**src/rtl/deadtime_scheduler_pkg.sv**
```systemverilog
`default_nettype none
// ============================================================================
// Module : deadtime_pkg
// Purpose: Shared types and constants for the dead-time scheduler.
//          Holds the FSM state encoding, the ADC-to-ns conversion constants
//          (ns = code*NS_PER_LSB + NS_OFFSET), and the optional clamp limits
//          used when DEADTIME_SCHEDULER_CLAMP_EN is defined.
// Ports  : none (package)
// Rev    : 1.0  initial release
// ============================================================================
package deadtime_pkg;

    typedef enum logic [1:0] {
        ST_IDLE   = 2'd0,
        ST_SCALE  = 2'd1,
        ST_DIVIDE = 2'd2,
        ST_APPLY  = 2'd3
    } state_t;

    localparam int NS_PER_LSB  = 10;
    localparam int NS_OFFSET   = 100;
    localparam int DT_MIN_CLKS = 12;
    localparam int DT_MAX_CLKS = 625;

endpackage
`default_nettype wire

```
**src/rtl/deadtime_scheduler_if.sv**
```systemverilog
`default_nettype none
// ============================================================================
// Module : deadtime_scheduler_if
// Purpose: Bundles the sample input, reference PWM and dead-time outputs of
//          the dead-time scheduler.
// Ports  : en, sample_rdy, adc_code, pwm_in   (master -> slave)
//          dt_clks, busy, update_done, overrun (slave -> master)
// Rev    : 1.0  initial release
// ============================================================================
interface deadtime_scheduler_if #(
    parameter int ADC_WIDTH = 9,
    parameter int N         = 12
);
    logic                 en;
    logic                 sample_rdy;
    logic [ADC_WIDTH-1:0] adc_code;
    logic [2:0]           pwm_in;
    logic [3*N-1:0]       dt_clks;
    logic                 busy;
    logic                 update_done;
    logic                 overrun;

    modport master (
        output en, sample_rdy, adc_code, pwm_in,
        input  dt_clks, busy, update_done, overrun
    );

    modport slave (
        input  en, sample_rdy, adc_code, pwm_in,
        output dt_clks, busy, update_done, overrun
    );
endinterface
`default_nettype wire

```
**src/rtl/deadtime_scheduler_seq_divider.sv**
```systemverilog
`default_nettype none
// ============================================================================
// Module : seq_divider
// Purpose: Restoring divider, one quotient bit per clock, NUM_W iterations.
//          start_i loads the operands; done_o is high during the final
//          iteration cycle and quot_o then carries the complete quotient
//          (floor(num/den)), so the caller can capture it on that edge.
// Ports  : clk, rst            clock / synchronous active-high reset
//          start_i             load num_i / den_i and begin
//          num_i [NUM_W]       dividend
//          den_i [DEN_W]       divisor (non-zero)
//          done_o              last iteration in progress
//          quot_o [NUM_W]      quotient, valid while done_o is high
// Rev    : 1.0  initial release
// ============================================================================
module seq_divider #(
    parameter int NUM_W = 14,
    parameter int DEN_W = 8
) (
    input  logic             clk,
    input  logic             rst,
    input  logic             start_i,
    input  logic [NUM_W-1:0] num_i,
    input  logic [DEN_W-1:0] den_i,
    output logic             done_o,
    output logic [NUM_W-1:0] quot_o
);
    localparam int CW = $clog2(NUM_W + 1);

    logic             active_q;
    logic [CW-1:0]    cnt_q;
    logic [DEN_W-1:0] rem_q;
    logic [DEN_W-1:0] den_q;
    // Dividend bits shift out of the top while quotient bits shift in below.
    logic [NUM_W-1:0] dvd_q;

    logic [DEN_W:0]   w_trial;
    logic [DEN_W:0]   w_diff;
    logic             w_ge;
    logic [DEN_W-1:0] w_rem_d;
    logic [NUM_W-1:0] w_dvd_d;

    always_comb begin
        w_trial = {rem_q, dvd_q[NUM_W-1]};
        w_diff  = w_trial - {1'b0, den_q};
        w_ge    = (w_trial >= {1'b0, den_q});
        // The partial remainder is always below den, so DEN_W bits suffice.
        w_rem_d = DEN_W'(w_ge ? w_diff : w_trial);
        w_dvd_d = {dvd_q[NUM_W-2:0], w_ge};
    end

    assign done_o = active_q && (cnt_q == CW'(NUM_W - 1));
    assign quot_o = w_dvd_d;

    always_ff @(posedge clk) begin
        if (rst) begin
            active_q <= 1'b0;
            cnt_q    <= '0;
            rem_q    <= '0;
            den_q    <= '0;
            dvd_q    <= '0;
        end else if (start_i) begin
            active_q <= 1'b1;
            cnt_q    <= '0;
            rem_q    <= '0;
            den_q    <= den_i;
            dvd_q    <= num_i;
        end else if (active_q) begin
            rem_q <= w_rem_d;
            dvd_q <= w_dvd_d;
            cnt_q <= cnt_q + CW'(1);
            if (done_o) begin
                active_q <= 1'b0;
            end
        end
    end
endmodule
`default_nettype wire

```
**src/rtl/deadtime_scheduler.sv**
```systemverilog
`default_nettype none
// ============================================================================
// Module : deadtime_scheduler
// Purpose: Converts an averaged ADC code to a dead time in clocks,
//          dt = floor((code*10 + 100) / CLK_PERIOD), saturated to N bits,
//          and applies it to three channels, each on the falling edge of its
//          reference PWM (or all at once on APPLY timeout). Samples arriving
//          while busy are kept in a one-deep holding register.
//          Optional build macro DEADTIME_SCHEDULER_CLAMP_EN clamps the result
//          to [DT_MIN_CLKS, DT_MAX_CLKS].
// Ports  : clk, rst         clock / synchronous active-high reset
//          bus (slave)      en, sample_rdy, adc_code, pwm_in[2:0] in;
//                           dt_clks[3*N], busy, update_done, overrun out
// Rev    : 1.0  initial release
// ============================================================================
module deadtime_scheduler
    import deadtime_pkg::*;
#(
    parameter int CLK_PERIOD    = 8,
    parameter int ADC_WIDTH     = 9,
    parameter int N             = 12,
    parameter int NUM_W         = 14,
    parameter int DT_RESET_CLKS = 13,
    parameter int TIMEOUT_CLKS  = 131071
) (
    input  logic                 clk,
    input  logic                 rst,
    deadtime_scheduler_if.slave  bus
);
    localparam int               TW    = $clog2(TIMEOUT_CLKS + 1);
    localparam logic [NUM_W-1:0] C_NS  = NUM_W'(NS_PER_LSB);
    localparam logic [NUM_W-1:0] C_OFS = NUM_W'(NS_OFFSET);

    state_t                 state_q;
    logic [ADC_WIDTH-1:0]   code_q;
    logic [ADC_WIDTH-1:0]   hold_q;
    logic                   hold_v_q;
    logic [2:0][N-1:0]      dt_q;
    logic [N-1:0]           new_q;
    logic [2:0]             pending_q;
    logic [2:0]             pwm_prev_q;
    logic [TW-1:0]          tmo_q;
    logic                   busy_q;
    logic                   done_q;
    logic                   overrun_q;

    logic [NUM_W-1:0]       w_num;
    logic                   w_div_done;
    logic [NUM_W-1:0]       w_quot;
    logic [NUM_W+N-1:0]     w_quot_ext;
    logic [N-1:0]           w_sat;
    logic [N-1:0]           w_result;
    logic [2:0]             w_fall;
    logic                   w_tmo;
    logic [2:0]             w_load;
    logic [2:0]             w_pend_d;

    assign w_num = NUM_W'(code_q) * C_NS + C_OFS;

    seq_divider #(
        .NUM_W (NUM_W),
        .DEN_W (8)
    ) u_div (
        .clk     (clk),
        .rst     (rst),
        .start_i (state_q == ST_SCALE),
        .num_i   (w_num),
        .den_i   (8'(CLK_PERIOD)),
        .done_o  (w_div_done),
        .quot_o  (w_quot)
    );

    // Zero-extend so the overflow test works for any NUM_W/N combination.
    assign w_quot_ext = {{N{1'b0}}, w_quot};
    assign w_sat      = (w_quot_ext[NUM_W+N-1:N] != '0) ? '1 : w_quot_ext[N-1:0];

`ifdef DEADTIME_SCHEDULER_CLAMP_EN
    localparam logic [N-1:0] C_MIN = N'(DT_MIN_CLKS);
    localparam logic [N-1:0] C_MAX = N'(DT_MAX_CLKS);
    assign w_result = (w_sat < C_MIN) ? C_MIN :
                      (w_sat > C_MAX) ? C_MAX : w_sat;
`else
    assign w_result = w_sat;
`endif

    // A channel loads on its own falling edge, or together with every other
    // still-pending channel once the APPLY wait has run out.
    assign w_fall   = pwm_prev_q & ~bus.pwm_in;
    assign w_tmo    = (tmo_q == TW'(TIMEOUT_CLKS - 1));
    assign w_load   = pending_q & (w_fall | {3{w_tmo}});
    assign w_pend_d = pending_q & ~w_load;

    always_ff @(posedge clk) begin
        if (rst) begin
            state_q    <= ST_IDLE;
            code_q     <= '0;
            hold_q     <= '0;
            hold_v_q   <= 1'b0;
            dt_q       <= {3{N'(DT_RESET_CLKS)}};
            new_q      <= '0;
            pending_q  <= '0;
            pwm_prev_q <= '0;
            tmo_q      <= '0;
            busy_q     <= 1'b0;
            done_q     <= 1'b0;
            overrun_q  <= 1'b0;
        end else begin
            pwm_prev_q <= bus.pwm_in;
            done_q     <= 1'b0;

            if (state_q != ST_IDLE && bus.sample_rdy) begin
                hold_q    <= bus.adc_code;
                hold_v_q  <= 1'b1;
                overrun_q <= 1'b1;
            end

            case (state_q)
                ST_IDLE: begin
                    // A fresh accepted sample supersedes any held one.
                    if (bus.sample_rdy && bus.en) begin
                        code_q   <= bus.adc_code;
                        hold_v_q <= 1'b0;
                        state_q  <= ST_SCALE;
                        busy_q   <= 1'b1;
                    end else if (hold_v_q) begin
                        code_q   <= hold_q;
                        hold_v_q <= 1'b0;
                        state_q  <= ST_SCALE;
                        busy_q   <= 1'b1;
                    end
                end
                ST_SCALE: begin
                    state_q <= ST_DIVIDE;
                end
                ST_DIVIDE: begin
                    if (w_div_done) begin
                        new_q     <= w_result;
                        pending_q <= 3'b111;
                        tmo_q     <= '0;
                        state_q   <= ST_APPLY;
                    end
                end
                ST_APPLY: begin
                    for (int i = 0; i < 3; i++) begin
                        if (w_load[i]) begin
                            dt_q[i] <= new_q;
                        end
                    end
                    pending_q <= w_pend_d;
                    tmo_q     <= tmo_q + TW'(1);
                    if (w_pend_d == 3'b000) begin
                        state_q <= ST_IDLE;
                        busy_q  <= 1'b0;
                        done_q  <= 1'b1;
                    end
                end
                default: begin
                    state_q <= ST_IDLE;
                    busy_q  <= 1'b0;
                end
            endcase
        end
    end

    assign bus.dt_clks     = dt_q;
    assign bus.busy        = busy_q;
    assign bus.update_done = done_q;
    assign bus.overrun     = overrun_q;
endmodule
`default_nettype wire

```
**src/flat_wrapper.sv**
```systemverilog
// flat-port wrapper written by rule: the top's interface ports become plain ports
module deadtime_scheduler_flat import deadtime_pkg::*;
#(
    parameter int CLK_PERIOD    = 8,
    parameter int ADC_WIDTH     = 9,
    parameter int N             = 12,
    parameter int NUM_W         = 14,
    parameter int DT_RESET_CLKS = 13,
    parameter int TIMEOUT_CLKS  = 131071
)
  (clk, rst, bus_en, bus_sample_rdy, bus_adc_code, bus_pwm_in, bus_dt_clks, bus_busy, bus_update_done, bus_overrun);
  deadtime_scheduler_if #(.ADC_WIDTH(ADC_WIDTH), .N(N)) bus_i ();
  input  logic clk;
  input  logic rst;
  input wire logic [$bits(bus_i.en)-1:0] bus_en;
  input wire logic [$bits(bus_i.sample_rdy)-1:0] bus_sample_rdy;
  input wire logic [$bits(bus_i.adc_code)-1:0] bus_adc_code;
  input wire logic [$bits(bus_i.pwm_in)-1:0] bus_pwm_in;
  output wire logic [$bits(bus_i.dt_clks)-1:0] bus_dt_clks;
  output wire logic [$bits(bus_i.busy)-1:0] bus_busy;
  output wire logic [$bits(bus_i.update_done)-1:0] bus_update_done;
  output wire logic [$bits(bus_i.overrun)-1:0] bus_overrun;
  assign bus_i.en = bus_en;
  assign bus_i.sample_rdy = bus_sample_rdy;
  assign bus_i.adc_code = bus_adc_code;
  assign bus_i.pwm_in = bus_pwm_in;
  assign bus_dt_clks = bus_i.dt_clks;
  assign bus_busy = bus_i.busy;
  assign bus_update_done = bus_i.update_done;
  assign bus_overrun = bus_i.overrun;
  deadtime_scheduler #(.CLK_PERIOD(CLK_PERIOD), .ADC_WIDTH(ADC_WIDTH), .N(N), .NUM_W(NUM_W), .DT_RESET_CLKS(DT_RESET_CLKS), .TIMEOUT_CLKS(TIMEOUT_CLKS)) u_core (.clk(clk), .rst(rst), .bus(bus_i));
endmodule
```
**config.mk**
```make
export PLATFORM = sky130hd
export DESIGN_NAME = deadtime_scheduler_flat
export DESIGN_NICKNAME = d
export VERILOG_FILES = /design/src/rtl/deadtime_scheduler_pkg.sv /design/src/rtl/deadtime_scheduler_if.sv /design/src/rtl/deadtime_scheduler_seq_divider.sv /design/src/rtl/deadtime_scheduler.sv /design/src/flat_wrapper.sv
export SDC_FILE = /design/constraint.sdc
export NUM_CORES = 1
export LEC_CHECK = 0
export CORE_ASPECT_RATIO = 2
export CORE_MARGIN = 2
export CORE_UTILIZATION = 30
export CTS_CLUSTER_DIAMETER = 50
export DETAILED_ROUTE_END_ITERATION = 16
export GPL_ROUTABILITY_DRIVEN = 0
export GPL_TIMING_DRIVEN = 0
export SYNTH_ARGS = -nofsm -noshare
export SYNTH_HDL_FRONTEND = slang
export SYNTH_SLANG_ARGS = --single-unit
```
**constraint.sdc**
```tcl
create_clock -name clk -period 8.1 [get_ports clk]
set_clock_uncertainty 0.2 [all_clocks]
set_input_delay 1.62 -clock clk [delete_from_list [all_inputs] [get_ports clk]]
set_output_delay 1.62 -clock clk [all_outputs]
set_load 0.1 [all_outputs]
```
==> qor.yml <==
status: "complete, no violations"
hold_viol_final: 0
layout-drive-gt1-share_pct: 7.163
post-route-min-period_ps: 3753
port_buffers: 53
dr.pass1.iters: 4
cts_buffers: 17
grt_max_degree: 17
rsz0062_at_grt: "no"
crit_type: "reg2out"
cp.buffers_inverters: 1
worst_slew_pin_slew_ps: 981.1
synth_top_cells_by_count: "dfxtp_1, nor2_1, nand2_1"
core_region_area_um2: 18310
wire_per_inst_um: 13.77
yosys-top-cells-area: "dfxtp_1, nor2_1, mux2i_1"
fmax_mhz: 266.5
setup_viol: 0
wl_um: 12770
async_reset_ff_share_pct: 0
start_kind: "flip-flop"
num_io_pins: 55
stdcell_count: 928
grt_usage_pct: 13.69
synth.avg_cell_area_um2: 8.938
synth_cell_types: 49
max_stage_delay_ps: 1160
drc_errors: 0
root_buffer: "clkbuf_16"
hold_path.class: "reg2reg"
maxSlewViolCount: 0
initial_core_util_pct: 30.62
cts_resized: 0
dieArea_um2: 19860
antenna-diode-count: 0
powerDensity_nw_per_um2: 290.2
critPathMaxFanout: 2
clockBufferDepth: 2
synth_top_cell_area_share_pct: 43.94
insertion_delay_ps: 410
crit_arrival_ps: 1930
synth_area_um2: 5604
drt_iter0_drc: 173
synth_top_area_cell: "dfxtp_1"
place_inst: 896
ir_drop_uv: 125.2
ys.warnings.count: 0
max-slew-margin-rel_pct: 34.39
synth_fp_nets: 669
vias_per_cell: 4.793
syn_inst: 627
areaGrowthSynthToFinish_pct: 25.16
p_leak_nw: 2.488
synth-edff-count: 0
worstPathRequired_ps: 6280
cts_hold_buf: 0
die_w_um: 100.6
crit_path_top_delay_cell: "clkdlybuf4s50_1"
yosys_most_used_dff: "dfxtp_1"
yosysSeqAreaShare_pct: 43.94
htree_levels: 4
critPathTopFamily: "buffers and inverters"
grt-ovfl-total: 0
clock_sinks: 123
cts_tree: "built"
fin_nets: 741
dp_hpwl_um: 9825
utilization_pct: 38.32
end_kind: "output pin"
num_rows: 70
yosysMostFrequentCell: "dfxtp_1"
die_height_um: 197.3
finalPower_mw: 2.036
finalSetupTns_ps: 0
period_share_pct: 46.33
grt_pass1_vias: 4483
post_cts_buffers: 0
crit_chain: "clkdlybuf4s50_1"
dr_total_vias: 4448
path_clk_slew_ps: 60
drv_cap: 0
antenna_found_initial: 0
ys_ff_latch: 123
grt_pass1_wl_um: 21510
postRouteAntennaNets: 0
sequential cells by signal, indices dropped and copies added (netlist names):
signal                  flops
u_core.code_q               9
u_core.bus.dt_clks         36
u_core.u_div.dvd_q         14
u_core.hold_v_q             1
u_core.u_div.cnt_q          4
u_core.pending_q            3
u_core.u_div.den_q          1
u_core.tmo_q               17
u_core.u_div.rem_q          8
u_core.new_q               12
u_core.state_q              2
u_core.hold_q               9
u_core.u_div.active_q       1
u_core.pwm_prev_q           3
u_core.bus.overrun          1
u_core.bus.busy             1
u_core.bus.update_done      1
kinds of logic after synthesis:
logic type	Yosys count	share of synthesized area [%]
xor gates and xnor gates	30	4.689
and+or+nand+nor	261	21.63
buffers and inverters	51	3.751
muxes	37	6.832
adders and majority gates	26	5.939
AOI/OAI and AO/OA	99	13.22
DFF	123	43.94
final timing paths:
kind                                            start                     end  slack (ps)  depth (start not counted)
worst max register to register       u_core.code_q[1]  u_core.u_div.dvd_q[11]        4890                          9
worst min-delay path                 u_core.hold_q[3]        u_core.hold_q[3]         260                          2
worst max-delay path            u_core.bus.dt_clks[4]          bus_dt_clks[4]        4350                          1
worst min register to register       u_core.hold_q[3]        u_core.hold_q[3]         260                          2
stage by stage:
stage	hold WS (ps)	setup slack [ps]	instance area, um^2
finish	255.2	4347	7014
global route	273.5	4306	7014
CTS	256.8	4315	7014
detailed placement	248.1	4343	6405
global placement	242.0	4366	6405
floorplan	236.6	5139	5604
metal layers:
| metal | vias up | share of wire [%] | routed length (um) | global-route usage (%) |
|---|---|---|---|---|
| met5 | - | 0 | 0 | 0 |
| met4 | 0 | 2.0 | 250 | 5.429 |
| met3 | 14 | 3.0 | 387 | 3.255 |
| met2 | 71 | 56 | 7096 | 25.60 |
| met1 | 2053 | 39 | 5040 | 14.29 |
| li1 | 2310 | - | - | - |
layout make-up:
cell class | count | area (um^2)
Buffer | 35 | 150.1
Clock inverter | 14 | 170.2
Multi-Input combinational cell | 453 | 2932
Tap cell | 216 | 270.3
Timing Repair Buffer | 53 | 530.5
Inverter | 16 | 60.06
Fill cell | 1840 | 11290
Clock buffer | 18 | 439.2
Sequential cell | 123 | 2462
layout by cell type (no fill, tap or decap), drive strengths merged, types with 4 or more instances in the layout:
master	Yosys	final
nor3	37	37
clkdlybuf4s50	0	53
dfxtp	123	123
a21oi	28	28
a211oi	24	24
nor2	100	100
nand2b	6	6
ha	25	25
buf	9	9
nand4	7	7
mux2i	37	37
inv	16	18
xnor2	19	19
nand2	51	51
xor2	11	11
o21ai	9	9
a311oi	9	9
clkbuf	26	44
o21a	4	4
a211o	11	11
clkinv	0	8
nor2b	23	23
nand3	17	17
power breakdown:
group / internal, mW / total [mW] / switching (mW)
sequential: 0.677 / 0.737 / 0.0593
combinational: 0.213 / 0.528 / 0.315
clock: 0.493 / 0.771 / 0.279
total: 1.38 / 2.04 / 0.653
Note: power is estimated with default switching activity, not from simulation.
